## config.mk

```make
export PLATFORM = sky130hd
export DESIGN_NAME = reg_file_sequencer
export DESIGN_NICKNAME = d
export VERILOG_FILES = /design/src/rtl/reg_file_sequencer.sv
export SDC_FILE = /design/constraint.sdc
export NUM_CORES = 1
export LEC_CHECK = 0
export BUFFER_PORTS_ARGS = -buffer_cell sky130_fd_sc_hd__buf_2
export CAP_MARGIN = 10
export CORE_MARGIN = 2
export CORE_UTILIZATION = 24
export DETAILED_ROUTE_END_ITERATION = 8
export PLACE_DENSITY = 0.39
export SLEW_MARGIN = 40
export SYNTH_ARGS = -nofsm -noshare
export SYNTH_HDL_FRONTEND = slang
export SYNTH_SLANG_ARGS = --single-unit
```

## constraint.sdc

```tcl
create_clock -name clock -period 2.32 [get_ports clock]
set_input_delay 0.116 -clock clock [delete_from_list [all_inputs] [get_ports clock]]
set_output_delay 0.116 -clock clock [all_outputs]
set_load 0.005 [all_outputs]
```

## src/rtl/reg_file_sequencer.sv

```systemverilog
// Client-side sequencer for a two-read/one-write register file: fetch operands,
// run one ALU op and commit the result, one instruction per four cycles.
//
// state | meaning
// IDLE  | instr_ready high, latch instruction on instr_valid
// FETCH | read addresses presented, register file samples them at end of cycle
// EXEC  | read data valid, ALU result and flags registered at end of cycle
// WB    | write_ctrl (not for CMP) and result_valid high for this one cycle
module reg_file_sequencer #(
  parameter int DATA_W = 8,
  parameter int ADDR_W = 8
) (
  input  logic              clock,
  input  logic              reset_n,
  input  logic              instr_valid,
  output logic              instr_ready,
  input  logic [2:0]        instr_op,
  input  logic [ADDR_W-1:0] instr_rs1,
  input  logic [ADDR_W-1:0] instr_rs2,
  input  logic [ADDR_W-1:0] instr_rd,
  input  logic [DATA_W-1:0] instr_imm,
  output logic [ADDR_W-1:0] r1_addr,
  output logic [ADDR_W-1:0] r2_addr,
  input  logic [DATA_W-1:0] r1_out,
  input  logic [DATA_W-1:0] r2_out,
  output logic [ADDR_W-1:0] write_addr,
  output logic [DATA_W-1:0] write_data,
  output logic              write_ctrl,
  output logic              result_valid,
  output logic [DATA_W-1:0] result,
  output logic              flag_zero,
  output logic              flag_carry
);

  localparam int SH_W = $clog2(DATA_W);

  localparam logic [2:0] OP_ADD = 3'd0;
  localparam logic [2:0] OP_SUB = 3'd1;
  localparam logic [2:0] OP_AND = 3'd2;
  localparam logic [2:0] OP_OR  = 3'd3;
  localparam logic [2:0] OP_XOR = 3'd4;
  localparam logic [2:0] OP_SHL = 3'd5;
  localparam logic [2:0] OP_LDI = 3'd6;
  localparam logic [2:0] OP_CMP = 3'd7;

  typedef enum logic [1:0] {
    IDLE  = 2'd0,
    FETCH = 2'd1,
    EXEC  = 2'd2,
    WB    = 2'd3
  } state_t;

  state_t              state;
  logic [2:0]          op_q;
  logic [ADDR_W-1:0]   rd_q;
  logic [DATA_W-1:0]   imm_q;

  logic [DATA_W:0]     wide;
  logic [DATA_W-1:0]   alu_res;
  logic                alu_carry;
  logic [SH_W-1:0]     sh_amt;

  // One extra bit on the wide result carries the ADD carry, SUB borrow
  // and the last bit shifted out by SHL.
  always_comb begin
    wide      = '0;
    alu_res   = '0;
    alu_carry = 1'b0;
    sh_amt    = r2_out[SH_W-1:0];
    case (op_q)
      OP_ADD: begin
        wide      = {1'b0, r1_out} + {1'b0, r2_out};
        alu_res   = wide[DATA_W-1:0];
        alu_carry = wide[DATA_W];
      end
      OP_SUB, OP_CMP: begin
        wide      = {1'b0, r1_out} - {1'b0, r2_out};
        alu_res   = wide[DATA_W-1:0];
        alu_carry = wide[DATA_W];
      end
      OP_AND: alu_res = r1_out & r2_out;
      OP_OR:  alu_res = r1_out | r2_out;
      OP_XOR: alu_res = r1_out ^ r2_out;
      OP_SHL: begin
        wide      = {1'b0, r1_out} << sh_amt;
        alu_res   = wide[DATA_W-1:0];
        alu_carry = wide[DATA_W];
      end
      OP_LDI: alu_res = imm_q;
      default: alu_res = '0;
    endcase
  end

  always_ff @(posedge clock or negedge reset_n) begin
    if (!reset_n) begin
      state        <= IDLE;
      op_q         <= '0;
      rd_q         <= '0;
      imm_q        <= '0;
      instr_ready  <= 1'b1;
      r1_addr      <= '0;
      r2_addr      <= '0;
      write_addr   <= '0;
      write_data   <= '0;
      write_ctrl   <= 1'b0;
      result_valid <= 1'b0;
      result       <= '0;
      flag_zero    <= 1'b0;
      flag_carry   <= 1'b0;
    end else begin
      write_ctrl   <= 1'b0;
      result_valid <= 1'b0;
      case (state)
        IDLE: begin
          if (instr_valid) begin
            op_q        <= instr_op;
            rd_q        <= instr_rd;
            imm_q       <= instr_imm;
            r1_addr     <= instr_rs1;
            r2_addr     <= instr_rs2;
            instr_ready <= 1'b0;
            state       <= FETCH;
          end
        end
        FETCH: state <= EXEC;
        EXEC: begin
          result       <= alu_res;
          write_data   <= alu_res;
          write_addr   <= rd_q;
          flag_zero    <= (alu_res == '0);
          flag_carry   <= alu_carry;
          write_ctrl   <= (op_q != OP_CMP);
          result_valid <= 1'b1;
          state        <= WB;
        end
        WB: begin
          instr_ready <= 1'b1;
          state       <= IDLE;
        end
        default: state <= IDLE;
      endcase
    end
  end

endmodule
```

==> results of run 1 <==
flip-flops by register name (all words and copies together), names as in the netlist, 2 cells and up:
name / flops
rd_q: 8
op_q: 3
state: 2
imm_q: 8
r1_addr: 8
write_addr: 8
r2_addr: 8
result: 8
final cells by class:
class	instances	share of cell area, %
well taps	216	5.24
repair buffers	142	16.9
clock inverters	4	0.946
clock buffers	12	5.17
inverters	31	2.26
flip-flops and latches	58	28.2
multi-input cells	246	41.3
metrics by stage:
stage | instances | hold slack, ps | setup TNS, ps | utilization [%] | worst slack (ps)
after detailed placement | 687 | 193 | -123 | 30.0 | -69.2
after floorplan | 363 | -180 | 0 | - | 201
final | 709 | 22.6 | 0 | 32.5 | 115
after CTS | 704 | 5.25 | 0 | 32.0 | 51.2
after global routing | 709 | 14.1 | -10.3 | 32.5 | -10.3
after global placement | 687 | 197 | -189 | 30.0 | -68.8
power breakdown:
group | switching (W) | leakage (nW) | internal [W]
Clock | 0.000449 | 0.159 | 0.000915
Combinational | 0.00153 | 1.62 | 0.00168
Sequential | 0.000305 | 0.688 | 0.00154
Total | 0.00228 | 2.47 | 0.00413
kinds of logic after synthesis:
kind of cell	after synthesis	synth area share [%]
AO/OA/AOI/OAI	80	15.0
flip-flops	58	37.3
multiplexers	60	17.7
adder cells (fa/ha/maj)	30	10.0
AND/OR/NAND/NOR	72	10.3
buffers and inverters	59	8.75
XOR/XNOR	4	0.900
layer usage:
metal | global-route usage, % | part of all wire [%] | wire length (µm)
met5 | 0 | 0 | 0
met4 | 3.62 | 1.1 | 117
met3 | 4.71 | 7.5 | 827
met2 | 20.9 | 47 | 5200
met1 | 16.3 | 45 | 4940
repair_timing:
item                                    in CTS  in global routing
hold buffers                                 1                  0
endpoints found under the setup margin       2                  3
endpoints found under the hold margin       28                  0
resized for setup                            1                  8
buffers inserted                             0                  5
pin swaps                                    0                  2
cells in the mapped netlist (4+ instances only):
cell type,n,share of area [%]
o31ai_1,4,0.77
buf_2,4,0.51
buf_6,9,2.6
mux2_2,47,14
mux2i_1,9,2.3
nand3_1,5,0.64
nor2b_1,5,0.80
o21ai_0,11,1.4
dfrtp_1,57,37
nor3_1,8,1.0
clkbuf_1,5,0.48
inv_1,30,2.9
a211oi_1,6,1.2
a21oi_1,19,2.4
nor2_1,14,1.4
nand2_1,19,1.8
ha_1,28,9.0
buf_4,8,1.5
worst max-delay path, delay by kind of cell (launching register included):
family / cells / cell delay [ps]
AO/OA/AOI/OAI: 2 / 530
AND/OR/NAND/NOR: 4 / 930
flip-flops: 1 / 450
buffers and inverters: 1 / 200
path summary, 6_finish.rpt:
check,startpoint,slack [ps],cells after the start,endpoint
max,op_q[2],110,7,flag_zero
min,instr_rd[4],20,2,rd_q[4]
max reg2reg,op_q[2],110,7,flag_zero
min reg2reg,r2_addr[7],500,1,r2_addr[7]
max in group asynchronous,reset_n,1290,3,instr_ready
min in group asynchronous,reset_n,360,2,r2_addr[1]
==> results.md, run 1 <==
* Outcome: completed
* CP max stage delay at 450 ps
* Most common library cell in the layout ignoring fill and taps: buf_2
* Mapped cell area at 3890 µm²
* Peak supply drop at 543 µV
* Worst min-delay path class: in -> reg
* Worst skew pair latency at 320 ps
* Syn_area_per_cell at 10.7 µm²
* Initial core utilization at 24.5%
* Crit Path Max Fanout at 20
* Tot Pwr at 0.00641 W
* Die height at 131 µm
* Fin. Hold Viols at 0
* Clock Pin Slew Worst Setup and Hold Paths at 50 ps
* Worst path cell trace: buf_12 -> nand2b_4 -> and3_2 -> a221oi_2 -> nand4_1 -> or3_1 -> o32ai_2
* Synthesized Nets at 447
* First-pass GRT wire length at 17.7 mm
* FF+latch count, synth at 58
* GRT Total Usage at 12.9%
* Most frequent cells in the layout: buf_2, dfrtp_1, mux2_2, buf_4, inv_1
* CTS tree: done
* Leakage at 2.47 nW
* DRC at 0
* DIE AREA at 17,200 µm²
* Post-synth EDFFs at 0
* Finished Cell Area at 5160 µm²
* Routed WL at 11.1 mm
* Clock buffer depth at 2
* Worst slew margin at 56.4%
* Slew Viols, Final at 0
* Multi-input gate area in the final layout at 2130 µm²
* Synth warnings at 0
* Count of final setup violators at 0
* Clock skew at 6.88 ps
* WP data required at 2550 ps
* Clk sinks at 58
* Pre-antenna DRT Iters at 4
* Fmax at 453 MHz
* CP endpoint kind: flop
* Die X at 131 µm
* Global route overflow at 0
* DR iter-0 viols at 147
* Reg area at 1450 µm²
* H-tree Lvls at 3
* Share of cells above drive strength 1 at 46.5%
* FFs w/ async S/R, synth at 100%
* WP data arrival at 2440 ps
* Pwr dens at 1240 nW/µm²
* PortBufs at 98
* GP Congestion at 0.812
* Unique cell type count in the Yosys netlist at 67
* Final Cycle Share at 95.1%
* Max stage delay cell, worst path: dfrtp_1
* Layout area overhead at 32.6%
* Row count at 46
* Min Tclk post-route at 2210 ps
* ANT nets after route at 0
* Vias in the first global route at 3,321
* CP startpoint kind: flop
* DP Area at 4760 µm²
* Synthesized instance count at 363
* Wire per inst at 15.6 µm
* Setup CP Type: reg -> reg
* Slew at the pin with the worst max-slew slack at 653 ps
* CTS buffer count at 9
* DP Wirelength at 8.65 mm
* Number of top-level pins at 99
* # diodes at 0
* Largest net degree at the start of global routing at 33
* Total core area at 15,900 µm²
* Max-cap violations at 0
* Routed vias at 3,183
* Initial antenna violation count at 0
* Sequential area share after synthesis at 37.3%
* Most used DFF post-synth: dfrtp_1
* DR vias/cell at 4.49
* Nets at 572
* Clock root buffer: clkbuf_16
* Filler cell count at 1,697
Note: power is estimated with default switching activity, not from simulation.
==> inputs of run 2 (changes only) <==
--- a/config.mk
+++ b/config.mk
@@ -11,6 +11,7 @@
 export CORE_UTILIZATION = 24
 export DETAILED_ROUTE_END_ITERATION = 8
 export PLACE_DENSITY = 0.39
+export SETUP_SLACK_MARGIN = 0.3
 export SLEW_MARGIN = 40
 export SYNTH_ARGS = -nofsm -noshare
 export SYNTH_HDL_FRONTEND = slang
==> run 2 against run 1 <==
Compared with the run above: cell area is 8.9% higher; wire length grew 3.5%; global-route usage increased by 0.82 points; power rose by 10%; core utilization is 2.9 points higher; clock-buffer cell count shrank 1; register-to-register slack improved by 20 ps; clock skew is 1.6 ps higher; critical path type unchanged; largest cell class unchanged; highest routed layer unchanged.
==> results.md, run 2 (synthesis results as in run 1) <==
* Outcome: completed
* Global route overflow at 0
* Routed vias at 3,291
* Routed WL at 11.5 mm
* Leakage at 2.65 nW
* Finished Cell Area at 5620 µm²
* Crit Path Max Fanout at 6
* DRC at 0
* Clock buffer depth at 2
* Slew at the pin with the worst max-slew slack at 537 ps
* Clock skew at 8.51 ps
* PortBufs at 98
* Worst slew margin at 64.2%
* Filler cell count at 1,662
* Clock Pin Slew Worst Setup and Hold Paths at 50 ps
* R2R setup slack at 140 ps
* Die height at 131 µm
* Layout area overhead at 44.3%
* WP data required at 2550 ps
* Fmax at 458 MHz
* WL met1 at 5.13 mm
* WP data arrival at 2410 ps
* Slew Viols, Final at 0
* Setup CP Type: reg -> reg
* Wire per inst at 15.5 µm
* CTS tree: done
* H-tree Lvls at 3
* CTS buffer count at 9
* Largest net degree at the start of global routing at 59
* DP Area at 4860 µm²
* Vias in the first global route at 3,441
* DP Wirelength at 8.72 mm
* Count of final setup violators at 0
* Met3 WL at 745 µm
* Clock root buffer: clkbuf_16
* Worst path cell trace: buf_6 -> and3_1 -> buf_4 -> o21ai_1 -> o211ai_1 -> a21oi_2 -> nand4_1 -> or3_4 -> o32ai_2
* Worst skew pair latency at 330 ps
* Pwr dens at 1260 nW/µm²
* GP Congestion at 0.830
* ANT nets after route at 0
* WP buf/inv at 2
* Most common library cell in the layout ignoring fill and taps: buf_2
* Initial antenna violation count at 0
* DIE AREA at 17,200 µm²
* Share of cells above drive strength 1 at 52.9%
* Unrepaired setup endpoints after global routing: true
* Met2 wire length at 5.46 mm
* Die X at 131 µm
* GRT Total Usage at 13.8%
* Fin. Hold Viols at 0
* Min Tclk post-route at 2180 ps
* Final core occ at 35.3%
* Clk sinks at 58
* CP endpoint kind: flop
* Number of top-level pins at 99
* Worst min-delay path class: in -> reg
* Max-cap violations at 0
* Max Used Layer: met4
* First-pass GRT wire length at 18.8 mm
* CP max stage delay at 410 ps
* # diodes at 0
* DR iter-0 viols at 103
* Final Cycle Share at 94.0%
* Nets at 605
* Most frequent cells in the layout: buf_2, buf_4, dfrtp_1, mux2_2, inv_1
* Tot Pwr at 0.00706 W
* Hold slack at 20.0 ps
* Max stage delay cell, worst path: dfrtp_2
* CP startpoint kind: flop
* Total core area at 15,900 µm²
* DR vias/cell at 4.44
* Row count at 46
* Initial core utilization at 24.5%
* Pre-antenna DRT Iters at 4
* CP top delay family: simple AND/OR/NAND/NOR gates
* Peak supply drop at 537 µV
## run 2: final cells by class
| type | count | area, µm² | share of cell area, % |
|---|---|---|---|
| clock buffers | 11 | 243 | 4.32 |
| multi-input cells | 246 | 2290 | 40.7 |
| flip-flops and latches | 58 | 1460 | 25.9 |
| repair buffers | 175 | 1160 | 20.7 |
| well taps | 216 | 270 | 4.81 |
| inverters | 31 | 121 | 2.16 |
| clock inverters | 5 | 77.6 | 1.38 |
## run 2: per-stage QoR
step	TNS, ps	setup slack [ps]	std cells
floorplan	0	292	363
CTS	0	150	740
global route	0	57.6	742
finish	0	139	742
detailed placement	-110	-110	699
global placement	-69.7	-69.7	699
## run 2: power by group
group	internal [W]	switching (W)	total (W)
logic	0.00207	0.00171	0.00379
registers	0.00154	0.000314	0.00186
clock network	0.000964	0.000450	0.00141
## run 2: final timing paths
kind	from	end	cells past startpoint
setup / recovery	op_q[2]	flag_zero	9
hold / removal	instr_rd[2]	rd_q[2]	2
setup reg to reg	op_q[2]	flag_zero	9
hold reg to reg	rd_q[1]	write_addr[1]	1
max in group asynchronous	reset_n	op_q[2]	3
min in group asynchronous	reset_n	r1_addr[7]	3
## run 2: what timing repair did
action | in CTS | in global routing
resized for setup | 27 | 16
hold buffers | 11 | 0
buffers inserted | 14 | 2
endpoints found under the setup margin | 6 | 7
endpoints found under the hold margin | 67 | 0
pin swaps | 16 | 8
## run 2: layer usage
metal / GRT usage, % / vias to the layer above
met5: 0 / -
met3: 4.32 / 12
met1: 17.8 / 1568
li1: - / 1606
met2: 22.1 / 105
met4: 3.80 / 0
